==> config.mk <==
export PLATFORM = sky130hd
export DESIGN_NAME = cam_frame_capture
export DESIGN_NICKNAME = d
export VERILOG_FILES = /design/src/rtl/cam_frame_capture.sv
export SDC_FILE = /design/constraint.sdc
export NUM_CORES = 1
export LEC_CHECK = 0
export ABC_AREA = 1
export CORE_ASPECT_RATIO = 0.5
export CORE_MARGIN = 8
export CORE_UTILIZATION = 35
export CTS_BUF_LIST = sky130_fd_sc_hd__clkbuf_4 sky130_fd_sc_hd__clkbuf_8 sky130_fd_sc_hd__clkbuf_16
export CTS_CLUSTER_DIAMETER = 120
export CTS_CLUSTER_SIZE = 25
export DETAILED_ROUTE_END_ITERATION = 16
export PLACE_DENSITY_LB_ADDON = 0.25
export SLEW_MARGIN = 30
export SYNTH_ARGS = -nofsm -noshare
export SYNTH_HDL_FRONTEND = slang
export SYNTH_SLANG_ARGS = --single-unit
==> constraint.sdc <==
create_clock -name clock -period 3.2 [get_ports clock]
set_clock_uncertainty 0.05 [all_clocks]
set_input_delay 0.64 -clock clock [delete_from_list [all_inputs] [get_ports clock]]
set_output_delay 0.64 -clock clock [all_outputs]
set_load 0.005 [all_outputs]
==> src/rtl/cam_frame_capture.sv <==
// Camera bus capture: resynchronises the parallel camera bus, grabs one frame
// from the next frame boundary and streams it byte by byte with flash addresses.
module cam_frame_capture #(
  parameter int MAX_BYTES  = 200,
  parameter int FIFO_DEPTH = 4,
  parameter int ADDR_W     = 22
) (
  input  logic              clock,
  input  logic              reset,
  input  logic              start,
  input  logic              cam_pclk,
  input  logic              cam_vsync,
  input  logic              cam_href,
  input  logic [7:0]        cam_data,
  input  logic              wr_ready,
  output logic              wr_valid,
  output logic [ADDR_W-1:0] wr_addr,
  output logic [7:0]        wr_data,
  output logic              busy,
  output logic              done,
  output logic              overflow
);

  localparam int PW = $clog2(FIFO_DEPTH);
  localparam int CW = $clog2(MAX_BYTES + 1);

  typedef enum logic [1:0] {
    IDLE,
    WAIT_VSYNC,
    CAPTURE,
    DRAIN
  } state_t;

  state_t        state;
  logic [2:0]    pclk_sr;
  logic [2:0]    vs_sr;
  logic [1:0]    href_sr;
  logic [7:0]    d1;
  logic [7:0]    d2;
  logic [7:0]    mem [FIFO_DEPTH];
  logic [PW:0]   wptr;
  logic [PW:0]   rptr;
  logic [CW-1:0] count;

  logic pclk_rise;
  logic vs_fall;
  logic vs_rise;
  logic empty;
  logic full;
  logic pop;
  logic push_req;
  logic push_ok;

  // Bit 0 is the first stage; rising/falling edges are seen between s2 and s3.
  assign pclk_rise = pclk_sr[1] & ~pclk_sr[2];
  assign vs_fall   = ~vs_sr[1] & vs_sr[2];
  assign vs_rise   = vs_sr[1] & ~vs_sr[2];

  assign empty = (wptr == rptr);
  assign full  = (wptr[PW] != rptr[PW]) &&
                 (wptr[PW-1:0] == rptr[PW-1:0]);

  assign wr_valid = ~empty;
  assign wr_data  = mem[rptr[PW-1:0]];
  assign pop      = wr_valid & wr_ready;

  // A full FIFO still accepts a byte when its head leaves on the same edge.
  assign push_req = (state == CAPTURE) & pclk_rise & href_sr[1];
  assign push_ok  = push_req & (~full | pop);

  always_ff @(posedge clock or posedge reset) begin
    if (reset) begin
      pclk_sr  <= '0;
      vs_sr    <= '0;
      href_sr  <= '0;
      d1       <= '0;
      d2       <= '0;
      for (int i = 0; i < FIFO_DEPTH; i++) mem[i] <= '0;
      wptr     <= '0;
      rptr     <= '0;
      count    <= '0;
      wr_addr  <= '0;
      busy     <= 1'b0;
      done     <= 1'b0;
      overflow <= 1'b0;
      state    <= IDLE;
    end else begin
      pclk_sr <= {pclk_sr[1:0], cam_pclk};
      vs_sr   <= {vs_sr[1:0], cam_vsync};
      href_sr <= {href_sr[0], cam_href};
      d1      <= cam_data;
      d2      <= d1;

      if (push_ok) begin
        mem[wptr[PW-1:0]] <= d2;
        wptr <= wptr + (PW+1)'(1);
      end
      if (pop) begin
        rptr    <= rptr + (PW+1)'(1);
        wr_addr <= wr_addr + ADDR_W'(1);
      end

      case (state)
        IDLE: begin
          if (start) begin
            overflow <= 1'b0;
            done     <= 1'b0;
            count    <= '0;
            wr_addr  <= '0;
            busy     <= 1'b1;
            state    <= WAIT_VSYNC;
          end
        end
        WAIT_VSYNC: begin
          if (vs_fall) state <= CAPTURE;
        end
        CAPTURE: begin
          if (push_req && !push_ok) overflow <= 1'b1;
          if (push_ok) count <= count + CW'(1);
          if ((push_ok && count == CW'(MAX_BYTES - 1)) || vs_rise)
            state <= DRAIN;
        end
        DRAIN: begin
          if (empty) begin
            done  <= 1'b1;
            busy  <= 1'b0;
            state <= IDLE;
          end
        end
        default: state <= IDLE;
      endcase
    end
  end

endmodule

==> impl_metrics.csv, run 1 <==
group,metric,value,unit
outcome,status,"completed",
floorplanning,start_util,35.32,%
clock_tree,cts.clk_slew.worst_paths,0.07,ns
grt,grt_pass1_wl,19550,um
critical_path,crit_required,2.51,ns
logic_synthesis,ys.flop_type,"dfrtp_1",
grt,grt_start_max_net_pins,43,
critical_path,criticalPathCategory,"flip-flop to output pin",
logic_synthesis,synth-edff-count,0,
detailed_routing,firstDrtPassIters,5,
floorplanning,ios,49,
detailed_routing,wire_per_inst,14.42,um
critical_path,cp_max_fo,17,
logic_synthesis,synth_top_cells_by_area,"dfrtp_1 (51%), nand2_1 (15%), o21ai_0 (5.9%), nor2_1 (5.4%), ha_1 (3.2%)",
min_path,min_path_type,"flip-flop to flip-flop",
floorplanning,fp-row-count,30,
power,p_leak,0.002610,uW
logic_synthesis,netlist_area,0.004720,sq mm
floorplanning,die_w,180.2,um
sta,tightest_slew,0.6533,ns
placed_design,numPortBuffers,48,
sta,setup_tns,0,ns
sta,slew_violations,0,
logic_synthesis,ys_seq_area_share,51.43,%
floorplanning,design.die.area,0.01768,sq mm
clock_tree,cts_buffer_depth,2,
critical_path,startpoint,"rptr[0]$_DFFE_PP0N_",
detailed_routing,drt_wl_total,11400,um
critical_path,rr_startpoint,"state[0]$_DFFE_PP0P_",
logic_synthesis,yosysTopAreaCellShare,51.43,%
floorplanning,coreArea,0.01336,sq mm
clock_tree,numCtsBuffers,9,
layout,area_delta_synth_final,20.52,%
power,powerDensity,780.2,mW/mm^2
detailed_routing,num_vias,3824,
critical_path,worstSetupEndpointType,"output pin",
layout,final_cell_mix,"nand2_1 (186), dfrtp_1 (97), nor2_1 (68), o21ai_0 (56), clkdlybuf4s50_1 (48)",
detailed_routing,drc,0,
grt,grt-ovfl-total,0,
logic_synthesis,async_reset_ff_share,100.0,%
sta,clock.fmax,366.7,MHz
logic_synthesis,syn_avg_cell_area,8.428,sq um
critical_path,worst_setup_path_start_kind,"flip-flop",
logic_synthesis,syn_inst,560,
logic_synthesis,ys_warn_count,0,
min_path,holdCritStartpoint,"vs_sr[0]$_DFF_PP0_",
clock_tree,post_cts_buffers,0,
clock_tree,ctsResizeCount,0,
layout,drive_above_1_share,6.341,%
sta,rsz0062_at_grt,"false",
sta,fin_crit,2.727,ns
placed_design,place_hpwl,7839,um
critical_path,arrival,2.04,ns
layout,diodes,0,
run,maxCapViolations,0,
detailed_routing,drt-initial-drc-count,264,
floorplanning,fp.dieH,98.11,um
layout,final_common_cell,"nand2_1",
placed_design,place_congestion,0.8604,
detailed_routing,postRouteAntennaNets,0,
layout,utilization,42.57,%
power,ir_drop,0.3289,mV
sta,finalHoldViolations,0,
logic_synthesis,synthDistinctLibCells,39,
sta,post-route-period-util,85.23,%
clock_tree,cts_hold_buffers,0,
detailed_routing,vias_per_cell,4.834,
logic_synthesis,synth.largest_area_cell,"dfrtp_1",
clock_tree,clock_sinks,97,
clock_tree,h-tree-depth,3,
clock_tree,tritoncts,"done",
sta,worst_slew_margin_rel,56.36,%
grt,antenna_found_initial,0,
clock_tree,clock_latency,0.34,ns
grt,grt_usage,13.52,%
sta,final-setup-viol-count,0,
clock_tree,cts_root_buf,"clkbuf_16",
grt,grt_pass1_vias,3793,
logic_synthesis,synthesis.nets,587,
logic_synthesis,synth-seq-cells,97,
layout,nets,637,
[sequential cells by signal, summed over array words and instances (netlist names), 2 cells and up]
signal,cells
d1,8
d2,8
vs_sr,3
wr_addr,22
wptr,3
rptr,3
count,8
mem,32
state,2
href_sr,2
pclk_sr,3
[worst paths after layout]
check | to | slack (ns) | depth (start not counted)
min | vs_sr[1]$_DFF_PP0_ | 0.30 | 0
min in group asynchronous | mem[31]$_DFFE_PP0P_ | 0.68 | 2
max in group asynchronous | mem[26]$_DFFE_PP0P_ | 1.67 | 3
max | wr_data[4] | 0.47 | 4
max reg2reg | count[2]$_DFFE_PP0P_ | 0.85 | 11
min reg2reg | vs_sr[1]$_DFF_PP0_ | 0.30 | 0
[worst max-delay path: stages (launching register included)]
cell	delay, ns
dfrtp_1	0.37
inv_1	0.40
o21ai_0	0.21
o22ai_1	0.17
clkdlybuf4s50_1	0.54
[where the power goes]
group	internal, uW	switching (uW)
Sequential	1500	225
Clock	639	494
Combinational	632	943
[cell type report]
cell class              count  area [sq um]
inverters                  34         133.9
fillers                  1339          7675
repair buffers             53         530.5
clock buffers              10         239.0
well taps                 176         220.2
multi-input cells         415          2062
flip-flops and latches     97          2427
clock inverters             6         75.07
[kinds of logic (layout without fill, tap and decap cells)]
logic type	count (synthesis)	after routing	synth area share [%]
AOI/OAI and AO/OA	95	95	11.08
buffers and inverters	48	103	4.878
DFF	97	97	51.43
xor gates and xnor gates	21	21	4.215
and+or+nand+nor	287	287	25.21
adders and majority gates	12	12	3.181
[synth_stat cells (all sizes together) (5+ instances only)]
library cell,n
a21oi,12
a22oi,6
buf,9
clkbuf,5
dfrtp,97
ha,12
inv,33
nand2,188
nand3,13
nand4,5
nor2,73
o21ai,64
o22ai,8
xnor2,6
xor2,15
[per-layer routing]
metal | part of all wire (%) | track usage, % | wire [um]
met2 | 45 | 20.64 | 5082
met4 | 0.71 | 3.220 | 81
met3 | 3.9 | 3.038 | 448
met1 | 51 | 19.11 | 5791
met5 | 0 | 0 | 0
[metrics by stage]
step / instance area [sq um] / cells / hold WS, ns / setup slack (ns) / total power [uW]
final: 5688 / 791 / 0.2996 / 0.4727 / 4438
after global routing: 5688 / 791 / 0.3052 / 0.3630 / 4788
after CTS: 5688 / 791 / 0.3013 / 0.4618 / 4495
after detailed placement: 5374 / 775 / 0.2847 / 0.7548 / 3342
after global placement: 5374 / 775 / 0.2819 / 0.7933 / 3323
after floorplan: 4723 / 560 / 0.2812 / 1.327 / 2709
No activity file was read; power rests on OpenSTA's default activity.
==> run 2: changes to the inputs <==
- clock period: 3.2 -> 2.5 ns (I/O delays scaled with it)
==> impl_metrics.csv, run 2 (synthesis gave the netlist of run 1 again) <==
group,metric,value,unit
sta,post-route-period-util,96.76,%
layout,area_delta_synth_final,22.19,%
clock_tree,cts_hold_buffers,0,
layout,final_cell_mix,"nand2_1 (186), dfrtp_1 (95), nor2_1 (68), o21ai_0 (56), clkdlybuf4s50_1 (47)",
power,p_leak,0.002650,uW
sta,tightest_slew,0.4809,ns
detailed_routing,drt-initial-drc-count,302,
critical_path,worst_setup_path_start_kind,"flip-flop",
power,powerDensity,994.4,mW/mm^2
layout,largest_reg_flops,32,
critical_path,worstSetupEndpointType,"output pin",
min_path,min_path_type,"flip-flop to flip-flop",
placed_design,place_congestion,0.8718,
placed_design,place_hpwl,7916,um
critical_path,reg2reg_setup_slack,0.43,ns
clock_tree,cts.clk_slew.worst_paths,0.07,ns
grt,met2_usage,20.58,%
sta,final-setup-viol-count,0,
grt,grt-ovfl-total,0,
critical_path,arrival,1.87,ns
outcome,status,"completed",
layout,diodes,0,
detailed_routing,drc,0,
sta,worst_slew_margin_rel,67.69,%
clock_tree,numCtsBuffers,9,
grt,grt_usage,13.35,%
sta,finalHoldViolations,0,
floorplanning,die_w,180.2,um
detailed_routing,vias_per_cell,4.801,
critical_path,crit_path_top_delay_cell,"clkdlybuf4s50_1",
floorplanning,coreArea,0.01336,sq mm
critical_path,cp_max_fo,18,
placed_design,numPortBuffers,48,
grt,met1_usage,18.03,%
layout,reg_top3,"mem: 32 flops, wr_addr: 22 flops",
layout,final_common_cell,"nand2_1",
grt,grt_pass1_vias,3797,
floorplanning,fp-row-count,30,
detailed_routing,postRouteAntennaNets,0,
grt,antenna_found_initial,0,
grt,top_usage_layer,"met2",
layout,stdcell_area,0.005767,sq mm
clock_tree,clock_sinks,97,
grt,grt_pass1_wl,19390,um
sta,setup_tns,0,ns
grt,grt_start_max_net_pins,41,
critical_path,criticalPathCategory,"flip-flop to output pin",
clock_tree,clock_latency,0.35,ns
power,ir_drop,0.3943,mV
power,report.power.total,5734,uW
clock_tree,h-tree-depth,3,
layout,regMostFlops,"mem",
floorplanning,fp.dieH,98.11,um
sta,fin_crit,2.419,ns
detailed_routing,drt_wl_total,11370,um
detailed_routing,wire_per_inst,14.25,um
detailed_routing,num_vias,3831,
clock_tree,tritoncts,"done",
run,maxCapViolations,0,
floorplanning,start_util,35.32,%
layout,drive_above_1_share,7.878,%
critical_path,crit_chain,"buf_8 -> o21ai_0 -> o22ai_1 -> clkdlybuf4s50_1",
floorplanning,ios,49,
sta,rsz0062_at_grt,"false",
grt,grtUsageMet3,3.705,%
placed_design,postPlaceCellArea,0.005421,sq mm
floorplanning,design.die.area,0.01768,sq mm
critical_path,crit_required,1.95,ns
clock_tree,cts_buffer_depth,2,
detailed_routing,firstDrtPassIters,6,
clock_tree,cts_root_buf,"clkbuf_16",
sta,slew_violations,0,
layout,nets,644,
critical_path,slowest_delay,0.55,ns
sta,clock.fmax,413.4,MHz
layout,fill_cells,1336,
-- run 2: cell types whose count changed in the layout (fill, tap and decap cells not counted), sizes merged --
cell,before,now
buf,5,11
clkinvlp,2,5
clkbuf,10,9
clkdlybuf4s50,48,47
clkinv,3,2
dlymetal6s2s,0,1
-- run 2: final timing paths --
path                                      startpoint                   end  cells after the start
min in group asynchronous                      reset       d1[7]$_DFF_PP0_                      2
worst min-delay path                 d1[3]$_DFF_PP0_       d2[3]$_DFF_PP0_                      0
worst max-delay path             rptr[0]$_DFFE_PP0N_            wr_data[3]                      4
worst min register to register       d1[3]$_DFF_PP0_       d2[3]$_DFF_PP0_                      0
max in group asynchronous                      reset    mem[5]$_DFFE_PP0P_                      3
worst max register to register  state[0]$_DFFE_PP0P_  count[3]$_DFFE_PP0P_                     10
-- run 2: timing repair --
item                       CTS  global route
setup buffers                0             3
resized for setup            1             5
pin swaps                    0             2
cloned                       0             1
setup endpoints to repair    2             5
-- run 2: per-layer routing --
metal	share of wire, %	wire (um)	vias up
met5	0	0	-
met4	1.1	126	0
met3	4.5	509	11
met2	44	4997	86
met1	50	5741	1804
li1	-	-	1930
-- run 2: final cells by class --
cell class	instances	area [sq um]	area share (%)
clock inverters	7	76.32	1.323
clock buffers	9	225.2	3.905
repair buffers	59	610.6	10.59
multi-input cells	415	2062	35.76
inverters	34	137.6	2.387
well taps	176	220.2	3.819
flip-flops and latches	97	2430	42.13
repair inverters	1	5.005	0.08679
-- run 2: critical path, delay by kind of cell, from the launching register on --
| family | cells | cell delay (ns) |
|---|---|---|
| compound gates | 2 | 0.35 |
| buf+inv | 2 | 0.74 |
| flops | 1 | 0.43 |
-- run 2: power breakdown --
part	internal (uW)	switching, uW
clock	785	638
sequential	1930	321
combinational	868	1190
total	3580	2150
-- run 2: stage by stage --
step / utilization (%) / worst slack [ns] / hold WS (ns) / std cells
2_1_floorplan: - / 0.7670 / 0.2812 / 560
3_3_place_gp: 40.57 / 0.3270 / 0.2813 / 778
3_5_place_dp: 40.57 / 0.3551 / 0.2847 / 778
4_1_cts: 42.86 / 0.01950 / 0.3012 / 794
5_1_grt: 43.16 / 0.006619 / 0.3092 / 798
6_report: 43.16 / 0.08111 / 0.2986 / 798
==> run 3: changes to the inputs <==
- CORE_MARGIN: 8 -> unset
==> impl_metrics.csv, run 3 (synthesis gave the netlist of run 1 again) <==
group,metric,value,unit
floorplanning,coreArea,0.01292,sq mm
layout,area_delta_synth_final,21.05,%
floorplanning,die_w,166.2,um
sta,rsz0062_at_grt,"false",
clock_tree,cts_buffer_depth,2,
layout,regMostFlops,"mem",
sta,final-setup-viol-count,0,
outcome,status,"finished with violations",
layout,largest_reg_flops,32,
grt,grt_usage,16.48,%
placed_design,place_congestion,0.8789,
layout,final_common_cell,"nand2_1",
sta,slew_violations,0,
detailed_routing,num_vias,3761,
grt,antenna_found_initial,0,
detailed_routing,firstDrtPassIters,10,
clock_tree,cts_root_buf,"clkbuf_16",
critical_path,arrival,1.84,ns
clock_tree,tritoncts,"done",
floorplanning,fp.dieH,84.11,um
detailed_routing,drt_wl_total,10620,um
layout,fill_cells,1271,
sta,finalHoldViolations,0,
detailed_routing,drc,3,
detailed_routing,wire_per_inst,13.45,um
detailed_routing,vias_per_cell,4.767,
layout,seq_area,0.002429,sq mm
sta,setup_slack,0.1142,ns
outcome,violations,"DRC",
clock_tree,h-tree-depth,3,
placed_design,place_hpwl,7238,um
sta,clock.fmax,419.1,MHz
layout,final_cell_mix,"nand2_1 (186), dfrtp_1 (96), nor2_1 (68), o21ai_0 (56), clkdlybuf4s50_1 (48)",
clock_tree,cts.clk_slew.worst_paths,0.08,ns
floorplanning,start_util,36.54,%
power,clkPwrFrac,25.4,%
placed_design,numPortBuffers,48,
placed_design,place_ws,0.3432,ns
power,sw_frac_of_total,37.29,%
floorplanning,design.die.area,0.01398,sq mm
sta,fin_crit,2.386,ns
clock_tree,numCtsBuffers,9,
floorplanning,ios,49,
detailed_routing,drt-initial-drc-count,181,
clock_tree,clock_latency,0.35,ns
power,p_sw,2127,uW
critical_path,criticalPathCategory,"flip-flop to output pin",
grt,grt-ovfl-total,0,
clock_tree,clock_sinks,97,
grt,grt_pass1_wl,18080,um
layout,reg_top3,"mem: 32 flops, wr_addr: 22 flops",
power,p_leak,0.002631,uW
power,ir_drop,0.3979,mV
sta,post-route-period-util,95.43,%
critical_path,worst_setup_path_start_kind,"flip-flop",
run,maxCapViolations,0,
layout,multi_input_area,0.002062,sq mm
layout,nets,641,
power,powerDensity,998.4,mW/mm^2
power,comb_power_share,35.6,%
sta,worst_slew_margin_rel,64.52,%
placed_design,postPlaceCellArea,0.005396,sq mm
critical_path,crit_required,1.95,ns
layout,diodes,0,
grt,grt_start_max_net_pins,98,
power,power_frac_seq,39.0,%
layout,drive_above_1_share,7.270,%
critical_path,worstSetupEndpointType,"output pin",
critical_path,cp_max_fo,9,
sta,tightest_slew,0.5321,ns
clock_tree,cts_hold_buffers,0,
layout,utilization,44.23,%
power,p_int,3577,uW
detailed_routing,postRouteAntennaNets,0,
grt,grt_pass1_vias,3573,
floorplanning,fp-row-count,29,
sta,setup_tns,0,ns
min_path,min_path_type,"flip-flop to flip-flop",
layout,stdcell_area,0.005713,sq mm
## run 3: changes by cell type in the layout (fill, tap and decap cells not counted), sizes merged
cell | previous run | this run
clkinvlp | 5 | 1
clkdlybuf4s50 | 47 | 48
clkinv | 2 | 4
dlymetal6s2s | 1 | 0
inv | 34 | 35
buf | 11 | 9
## run 3: layout make-up
class	count	share of cell area, %
Clock buffer	9	3.942
Inverter	34	2.343
Tap cell	170	3.723
Timing Repair Buffer	57	9.877
Multi-Input combinational cell	415	36.09
Sequential cell	97	42.51
Clock inverter	7	1.511
## run 3: path summary, 6_finish.rpt
check	from	to	slack [ns]	cells after the start
hold reg to reg	d1[0]$_DFF_PP0_	d2[0]$_DFF_PP0_	0.30	0
setup reg to reg	state[0]$_DFFE_PP0P_	mem[18]$_DFFE_PP0P_	0.39	10
hold / removal	d1[0]$_DFF_PP0_	d2[0]$_DFF_PP0_	0.30	0
setup / recovery	rptr[0]$_DFFE_PP0N_	wr_data[6]	0.11	5
max in group asynchronous	reset	wr_addr[19]$_DFF_PP0_	1.41	3
min in group asynchronous	reset	d1[7]$_DFF_PP0_	0.57	3
## run 3: power groups by stage
stage / clock (uW) / combinational [uW] / sequential, uW
after floorplan: 0 / 1310 / 2150
after global placement: 0 / 2020 / 2240
after detailed placement: 0 / 2030 / 2250
after CTS: 1490 / 2040 / 2220
after global routing: 1550 / 2310 / 2280
final: 1450 / 2030 / 2220
## run 3: critical path, stage by stage, from the launching register on
cell             delay [ns]
dfrtp_1                0.40
inv_2                  0.13
buf_4                  0.18
nor2_1                 0.05
o22ai_1                0.20
clkdlybuf4s50_1        0.53
## run 3: through the flow
stage	hold slack (ns)	instances	total power, uW
global route	0.3037	789	6147
CTS	0.3032	789	5757
detailed placement	0.2856	773	4281
global placement	0.2821	773	4263
floorplan	0.2812	560	3468
finish	0.3002	789	5704
## run 3: repair_timing
item / in CTS / in global routing
setup buffers: 0 / 0
resized for setup: 0 / 3
setup endpoints to repair: 0 / 9
## run 3: metal layers
metal	GRT usage (%)	routed length [um]	part of all wire [%]
met5	0	0	0
met4	5.135	116	1.1
met3	3.983	464	4.4
met2	23.82	4455	42
met1	24.19	5579	53
